**config.mk**
```make
export PLATFORM = sky130hd
export DESIGN_NAME = pipeline_hazard_ctrl
export DESIGN_NICKNAME = d
export VERILOG_FILES = /design/src/rtl/pipeline_hazard_ctrl.sv
export SDC_FILE = /design/constraint.sdc
export NUM_CORES = 1
export LEC_CHECK = 0
export BUFFER_PORTS_ARGS = -buffer_cell sky130_fd_sc_hd__buf_2
export CAP_MARGIN = 20
export CORE_MARGIN = 2
export CORE_UTILIZATION = 35
export DETAILED_ROUTE_END_ITERATION = 16
export PLACE_DENSITY = 0.7
export SYNTH_ARGS = -nofsm -noshare
export SYNTH_HDL_FRONTEND = slang
export SYNTH_SLANG_ARGS = --single-unit
export TNS_END_PERCENT = 30
```
**constraint.sdc**
```tcl
create_clock -name clk -period 1.95 [get_ports clk]
set_clock_uncertainty 0.15 [all_clocks]
set_input_delay 0.2925 -clock clk [delete_from_list [all_inputs] [get_ports clk]]
set_output_delay 0.2925 -clock clk [all_outputs]
set_load 0.1 [all_outputs]
```
**src/rtl/pipeline_hazard_ctrl.sv**
```systemverilog
// Stall/flush control for the RV32I pipeline: load-use interlock, redirect squash, data-memory freeze.
// Optional performance counters are built when HAZARD_PERF_CNT_EN is defined.
module pipeline_hazard_ctrl #(
   parameter int WAIT_TIMEOUT = 1024
) (
   input  logic        clk,
   input  logic        rst,
   input  logic        ex_load,
   input  logic [4:0]  ex_rd,
   input  logic [4:0]  id_rs1,
   input  logic [4:0]  id_rs2,
   input  logic        id_rs1_used,
   input  logic        id_rs2_used,
   input  logic        ex_redirect,
   input  logic        dmem_req,
   input  logic        dmem_valid,
   output logic        pc_stall,
   output logic        if_id_stall,
   output logic        id_ex_stall,
   output logic        ex_mem_stall,
   output logic        if_id_flush,
   output logic        id_ex_flush,
   output logic [1:0]  state,
   output logic        mem_timeout,
   output logic [31:0] load_use_cnt,
   output logic [31:0] redirect_cnt,
   output logic [31:0] wait_cnt
);

   typedef enum logic [1:0] {RUN = 2'd0, FLUSH = 2'd1, MEM_WAIT = 2'd2} state_t;

   state_t      cur, nxt;
   logic        pending_flush;
   logic [31:0] wait_len;
   logic        freeze, eff_flush, load_use;
   logic        take_redirect, lu_stall, kill, stall_all;

   assign state = cur;

   // Leaving MEM_WAIT with a deferred flush behaves exactly like a FLUSH cycle.
   assign freeze    = dmem_req & ~dmem_valid;
   assign eff_flush = (cur == FLUSH) | ((cur == MEM_WAIT) & pending_flush);
   assign load_use  = ex_load & (ex_rd != 5'd0) &
                      ((id_rs1_used & (id_rs1 == ex_rd)) | (id_rs2_used & (id_rs2 == ex_rd)));

   assign take_redirect = ~rst & ~freeze & ~eff_flush & ex_redirect;
   assign lu_stall      = ~rst & ~freeze & ~eff_flush & ~ex_redirect & load_use;
   assign kill          = ~rst & ~freeze & (eff_flush | ex_redirect);
   assign stall_all     = ~rst & freeze;

   assign pc_stall     = stall_all | lu_stall;
   assign if_id_stall  = stall_all | lu_stall;
   assign id_ex_stall  = stall_all;
   assign ex_mem_stall = stall_all;
   assign if_id_flush  = kill;
   assign id_ex_flush  = kill | lu_stall;

   always_comb begin
      nxt = RUN;
      if (freeze)             nxt = MEM_WAIT;
      else if (take_redirect) nxt = FLUSH;
   end

   always_ff @(posedge clk) begin
      if (rst) begin
         cur           <= RUN;
         pending_flush <= 1'b0;
         wait_len      <= 32'd0;
         mem_timeout   <= 1'b0;
      end else begin
         cur <= nxt;
         // A redirect or flush interrupted by a freeze must be replayed on exit.
         if (freeze) begin
            if ((cur == FLUSH) || ex_redirect) pending_flush <= 1'b1;
         end else if (cur == MEM_WAIT) begin
            pending_flush <= 1'b0;
         end
         if ((cur == MEM_WAIT) && (nxt == MEM_WAIT)) begin
            if (wait_len < 32'(WAIT_TIMEOUT)) wait_len <= wait_len + 32'd1;
         end else begin
            wait_len <= 32'd0;
         end
         if ((cur == MEM_WAIT) && (wait_len >= 32'(WAIT_TIMEOUT - 1))) mem_timeout <= 1'b1;
      end
   end

`ifdef HAZARD_PERF_CNT_EN
   always_ff @(posedge clk) begin
      if (rst) begin
         load_use_cnt <= 32'd0;
         redirect_cnt <= 32'd0;
         wait_cnt     <= 32'd0;
      end else begin
         if (lu_stall && (load_use_cnt != 32'hFFFF_FFFF))      load_use_cnt <= load_use_cnt + 32'd1;
         if (take_redirect && (redirect_cnt != 32'hFFFF_FFFF)) redirect_cnt <= redirect_cnt + 32'd1;
         if (freeze && (wait_cnt != 32'hFFFF_FFFF))            wait_cnt     <= wait_cnt + 32'd1;
      end
   end
`else
   assign load_use_cnt = 32'd0;
   assign redirect_cnt = 32'd0;
   assign wait_cnt     = 32'd0;
`endif

endmodule

```
Word-level counts from Yosys, hierarchy flattened
Cells that the tools add are included.

storage, ports and cells
  flip-flop bits (word level) = 36
  output and inout port bits = 105
  logic and storage cells = 49

operators by class
  add/sub/neg operators = 1
  order comparisons = 2
  eq/ne operators = 6
  multiplexer cells = 5
  bitwise operators = 24
  reduce and logical (&&, ||, !) cells = 7

operators with widths
  kind                                                                                   number
  32-bit by 1-bit adder with 32-bit output, second input constant                        1
  32-bit by 10-bit greater-or-equal comparator with 1-bit output, second input constant  1
  32-bit by 11-bit < comparator with 1-bit output, second input constant                 1
  1-bit bitwise AND                                                                      13
  5-bit == test                                                                          2
  1-bit NOT                                                                              6
  1-bit OR                                                                               5
  5-bit nonzero test                                                                     1
  2-bit == test, second input constant                                                   2
  1-bit two-way mux                                                                      4
  2-bit by 1-bit == test with 1-bit output, second input constant                        1
  1-bit logical AND                                                                      2
  2-bit two-way mux                                                                      1
  2-bit by 1-bit != test with 1-bit output, second input constant                        1
  2-bit AND reduction                                                                    1
  2-bit nonzero test                                                                     1
  2-bit OR reduction                                                                     1
  1-bit logical OR                                                                       1

Logic depth before layout (Yosys ltp)
  depth in word-level cells = 12
  gate-level depth with buffers = 6
  mapped depth without buffers = 4

Worst setup path after synthesis
Ideal clock, no wire load.

  kind = register to output
  start = register cur[0], in the netlist state[0]
  end = output pc_stall
  arrival time = 5447 ps
  setup slack = -3939 ps
  stages on the path, launching flop included = 5
  buffers on the path = 1
  path through = dfxtp_1 -> and2b_2 -> a211o_1 -> o41ai_1 -> buf_4

on the way
  longest elaborated chain between the ends = 8
  elaborated cells between the ends (all ways) = 9
  classes of those cells = eq/ne (2); bitwise (7)

RTL lines
  item                                 RTL line  text
  start, declared                      32        state_t cur, nxt;
  start signal, assigned               71        cur <= nxt;
  2-bit == test                        42        assign eff_flush = (cur == FLUSH) | ((cur == MEM_WAIT) & pending_flush);
  1-bit bitwise AND                    42
  1-bit OR (*)                         42
  1-bit NOT (*)                        47        assign lu_stall = ~rst & ~freeze & ~eff_flush & ~ex_redirect & load_use;
  1-bit bitwise AND (*) (3 in series)  47
  1-bit OR (*)                         -
  end, declared                        17        output logic pc_stall,

Every way passes the cells marked *; elsewhere a longest branch is shown, timed or not.

Worst setup path after layout
  start = input ex_rd[4]
  end = output if_id_stall

on the way
  longest elaborated chain between the ends = 6
  elaborated cells between the ends (all ways) = 10
  classes of those cells = eq/ne (2); bitwise (7); reduce/logical (1)

RTL lines
  item                   RTL line  text
  start, declared        9         input logic [4:0] ex_rd,
  5-bit == test          44        ((id_rs1_used & (id_rs1 == ex_rd)) | (id_rs2_used & (id_rs2 == ex_rd)));
  1-bit bitwise AND      44
  1-bit OR               44
  1-bit bitwise AND (*)  43        assign load_use = ex_load & (ex_rd != 5'd0) &
  1-bit bitwise AND (*)  47
  1-bit OR (*)           52        assign if_id_stall = stall_all | lu_stall;
  end, declared          18        output logic if_id_stall,

Marks and branches as above.

==> flow_results.org <==
** Placement
- Port Buffers :: 31
- Gpl congestion :: 0.7417
- Before CTS, the worst setup slack after placement is -278.3 ps.
- Final HPWL DP :: 2656 microns
- Total placed instance area :: 2258 sq um

** Setup path
- In this run the critical register-to-register path is launched from wait_len[10].
- Maximum fanout count along the critical path :: 3
- Sort of element at the start of the critical path :: primary input
- Required time worst endpoint :: 1510 ps
- Crit. Startpoint :: ex_rd[4]
- Data arrival time at the worst-slack endpoint :: 1750 ps
- The critical path is of the primary input to primary output type.
- STA classifies the critical path endpoint as a primary output.

** Clocking
- CTS Sinks :: 36
- TritonCTS built the clock tree.
- Hold_buf cts :: 0
- Clock-pin slew was measured on the worst setup and hold paths at 70 ps.
- Worst-skew pair later-pin latency :: 290 ps
- The tree is rooted in a clkbuf_8.
- Number of buffers added by the clock tree synthesis step :: 5
- CTS built an H-tree with a depth of 2.
- Counting along the longest clock path gives a buffer depth of 2.

** Logic synthesis
- Dominant cells by area after synthesis :: buf_4, dfxtp_1, and2_1, xor2_1, or4_1
- By instance count, the leading cell after synthesis is buf_4.
- Of the total synthesized cell area, the portion taken by full adders, half adders and majority gates is 0.005571.
- In this run the mean area of a mapped cell was 8.773 sq um.
- The commonest cells after synthesis are buf_4, dfxtp_1, and2_1, a21oi_1.
- Of all cell types, the one taking the most synthesized area is buf_4.
- Proportion of synthesized flip-flops having asynchronous set or reset :: 0
- Summing every instance area after synthesis gives 2246 sq um.
- The synthesized design contains 36 register bits.
- The compound-gate portion of the synthesized area came to 0.08301.
- Count of flip-flops with a built-in enable after synthesis :: 0
- For this run, the register share of the synthesized area comes to 0.3209.
- The share of synthesized area in the top cell type comes to 0.3276.
- Of the total synthesized cell area, the portion taken by XOR and XNOR cells is 0.03900.
- After technology mapping, the gate count stands at 256.
- Of the total synthesized cell area, the portion taken by AND, OR, NAND and NOR gates is 0.1939.
- Measured against the total synthesized area, the mux share comes to 0.004457.
- During synthesis, Yosys emitted a total of 0 warnings.
- Yosys mapped the design onto 40 distinct sky130hd cell types.
- By area, the combinational part of the netlist is dominated by buffers and inverters.
- The most used flip-flop cell after synthesis is dfxtp_1.

** STA
- Max Freq :: 456.8 MHz
- Worst Setup Slack, final :: -239.1 ps
- Setup repair after global routing could not meet its margin everywhere.
- Post-layout minimum cycle time :: 2189 ps
- Crit share post-route :: 1.123
- Total of endpoints with negative setup slack in the final report :: 4
- The final number of hold-violating endpoints is 0.
- Max-slew violation count :: 0

** Route
- The final layout contains routed wiring with a total length of 3530 microns.
- Dividing the detail-routed wire length by the instance count gives 9.464 microns.
- Using the TritonRoute via totals, the vias-per-cell ratio works out to 4.011.
- For this run, design rule violations remaining after detail routing come to 0.
- Vias :: 1,496
- The first detailed-routing pass ran for 4 iterations.
- Number of DRC violations after detailed-routing iteration 0 :: 70
- ANT nets after route :: 0

** Die
- Initial standard-cell utilization of the core :: 0.3578
- Measured along the y axis, the die boundary spans 84.11 microns.
- 128 I/O pins were placed.
- Area enclosed by the die boundary :: 7074 sq um
- After floorplanning, the core was divided into 29 placement rows.
- The region available for standard cell placement spans 6277 sq um.
- Die outline width :: 84.11 microns

** Power
- Combinational power share :: 0.433
- The internal power of the cells totals 1.095 mW.
- For this design the static power due to leakage is 1.131 nW.
- Summed over all nets, the switching power comes to 1.181 mW.
- Of the total power, the clock network draws 0.242.
- Power comes to 2.276 mW.
- Sw Ratio :: 0.5187
- Of the total power, registers draw 0.325.
- Power per Cell Area :: 939.7 nW/um^2
- Largest vdd supply drop :: 0.0004851 V

** Finish
- Total Nets Final :: 319
- In the final layout, the share of cells above drive strength 1 is 0.2162.
- Once layout is complete, the utilization of the core stands at 0.3859.
- Ant diodes :: 0
- Compared with the post-synthesis result, the final layout area differs by 7.855%.
- Filler Cells Inserted :: 617
- Registers take 728.2 sq um.
- With fillers left out, the area of the finished cells amounts to 2422 sq um.
- Summing all multi-input logic gate instances after layout gives 1165 sq um.

** Global routing
- The initial antenna violation count came to 0.
- The number of global-route vias before repair was 1,158.
- Total overflow reported by the global router :: 0
- Entering global routing, the biggest net connects 24 pins.
- Overall fraction of global-route tracks in use :: 0.09606
- The first global-routing pass estimated 5388 microns of wire.

** Worst hold path
- The min-delay analysis places its worst path in the category primary input to register.
- Worst Min Path Start :: rst

** Run status
- Violated checks :: setup timing
- The run finished, with violations left.

** Flow run
- Number of max-cap violations :: 0
[through the flow]
stage / setup TNS, ps / std cells / hold slack [ps]
finish: -718.8 / 373 / 108.4
CTS: -903.6 / 373 / 102.5
detailed placement: -785.1 / 364 / 295.9
floorplan: -4270 / 351 / 211.6
global placement: -800.8 / 364 / 292.4
global route: -981.3 / 373 / 113.0
[routing by layer]
layer,track usage,wire [microns]
met1,0.1248,1525
met2,0.1385,1680
met5,0,0
met3,0.04550,274
met4,0.03519,51
[layout by cell type, fill, tap and decap left out, types with 2 or more instances in the layout]
cell type | netlist | routed
conb_1 | 1 | 96
dfxtp_1 | 36 | 34
buf_2 | 2 | 25
and2_1 | 22 | 21
a21oi_1 | 10 | 10
buf_4 | 98 | 9
xor2_1 | 8 | 8
or4_1 | 8 | 8
o31ai_1 | 7 | 7
clkbuf_8 | 1 | 6
buf_12 | 0 | 6
nand2_1 | 5 | 5
nand4_1 | 5 | 5
nor2_1 | 4 | 4
inv_1 | 4 | 4
nor4_2 | 1 | 4
o21ai_0 | 4 | 4
nor4_1 | 7 | 3
nor3_1 | 3 | 3
o21a_1 | 3 | 3
nand3_1 | 3 | 3
nor2b_1 | 2 | 2
xnor2_1 | 2 | 2
or3_1 | 2 | 2
dfxtp_4 | 0 | 2
[final cells by class]
cell class / count / area share
sequential: 36 / 0.3006
tap: 77 / 0.03977
multi-input combinational: 207 / 0.4809
timing repair buffer: 41 / 0.1338
clock buffer: 7 / 0.03564
inverter: 4 / 0.006198
clock inverter: 1 / 0.003099
[kinds of logic after synthesis]
kind of cell    after synthesis
compound gates               29
xor+xnor                     10
fa+ha+maj                     1
buf+inv                     108
flops                        36
mux                           1
other cells                   1
simple gates                 70
[final timing paths]
check | slack (ps) | end | cells after the start
max | -240 | if_id_stall | 7
min | 110 | pending_flush | 2
max reg2reg | 140 | wait_len[6] | 5
min reg2reg | 310 | wait_len[18] | 1
[sequential cells by signal, indices dropped and copies added, names as in the netlist]
register and flops:
pending_flush 1, wait_len 32, mem_timeout 1, state 2
[power by group through the flow]
stage | combinational [mW] | clock (mW) | sequential (mW)
final | 0.985 | 0.552 | 0.739
after floorplan | 1.04 | 0 | 0.771
after CTS | 0.978 | 0.572 | 0.739
after detailed placement | 0.967 | 0 | 0.756
after global routing | 1.01 | 0.599 | 0.739
after global placement | 0.965 | 0 | 0.756
[what timing repair did]
| item | in CTS | in global routing |
|---|---|---|
| buffers inserted | 1 | 0 |
| endpoints found under the setup margin | 4 | 13 |
| pin swaps | 3 | 1 |
| endpoints found under the hold margin | 0 | 0 |
| gates resized for setup | 7 | 5 |
[critical path, cell delays in order]
cell	delay (ps)
buf_2	120
xor2_1	170
nor4_2	310
a32oi_2	180
o41ai_4	300
buf_4	190
buf_12	170
No activity file was read; power rests on OpenSTA's default activity.
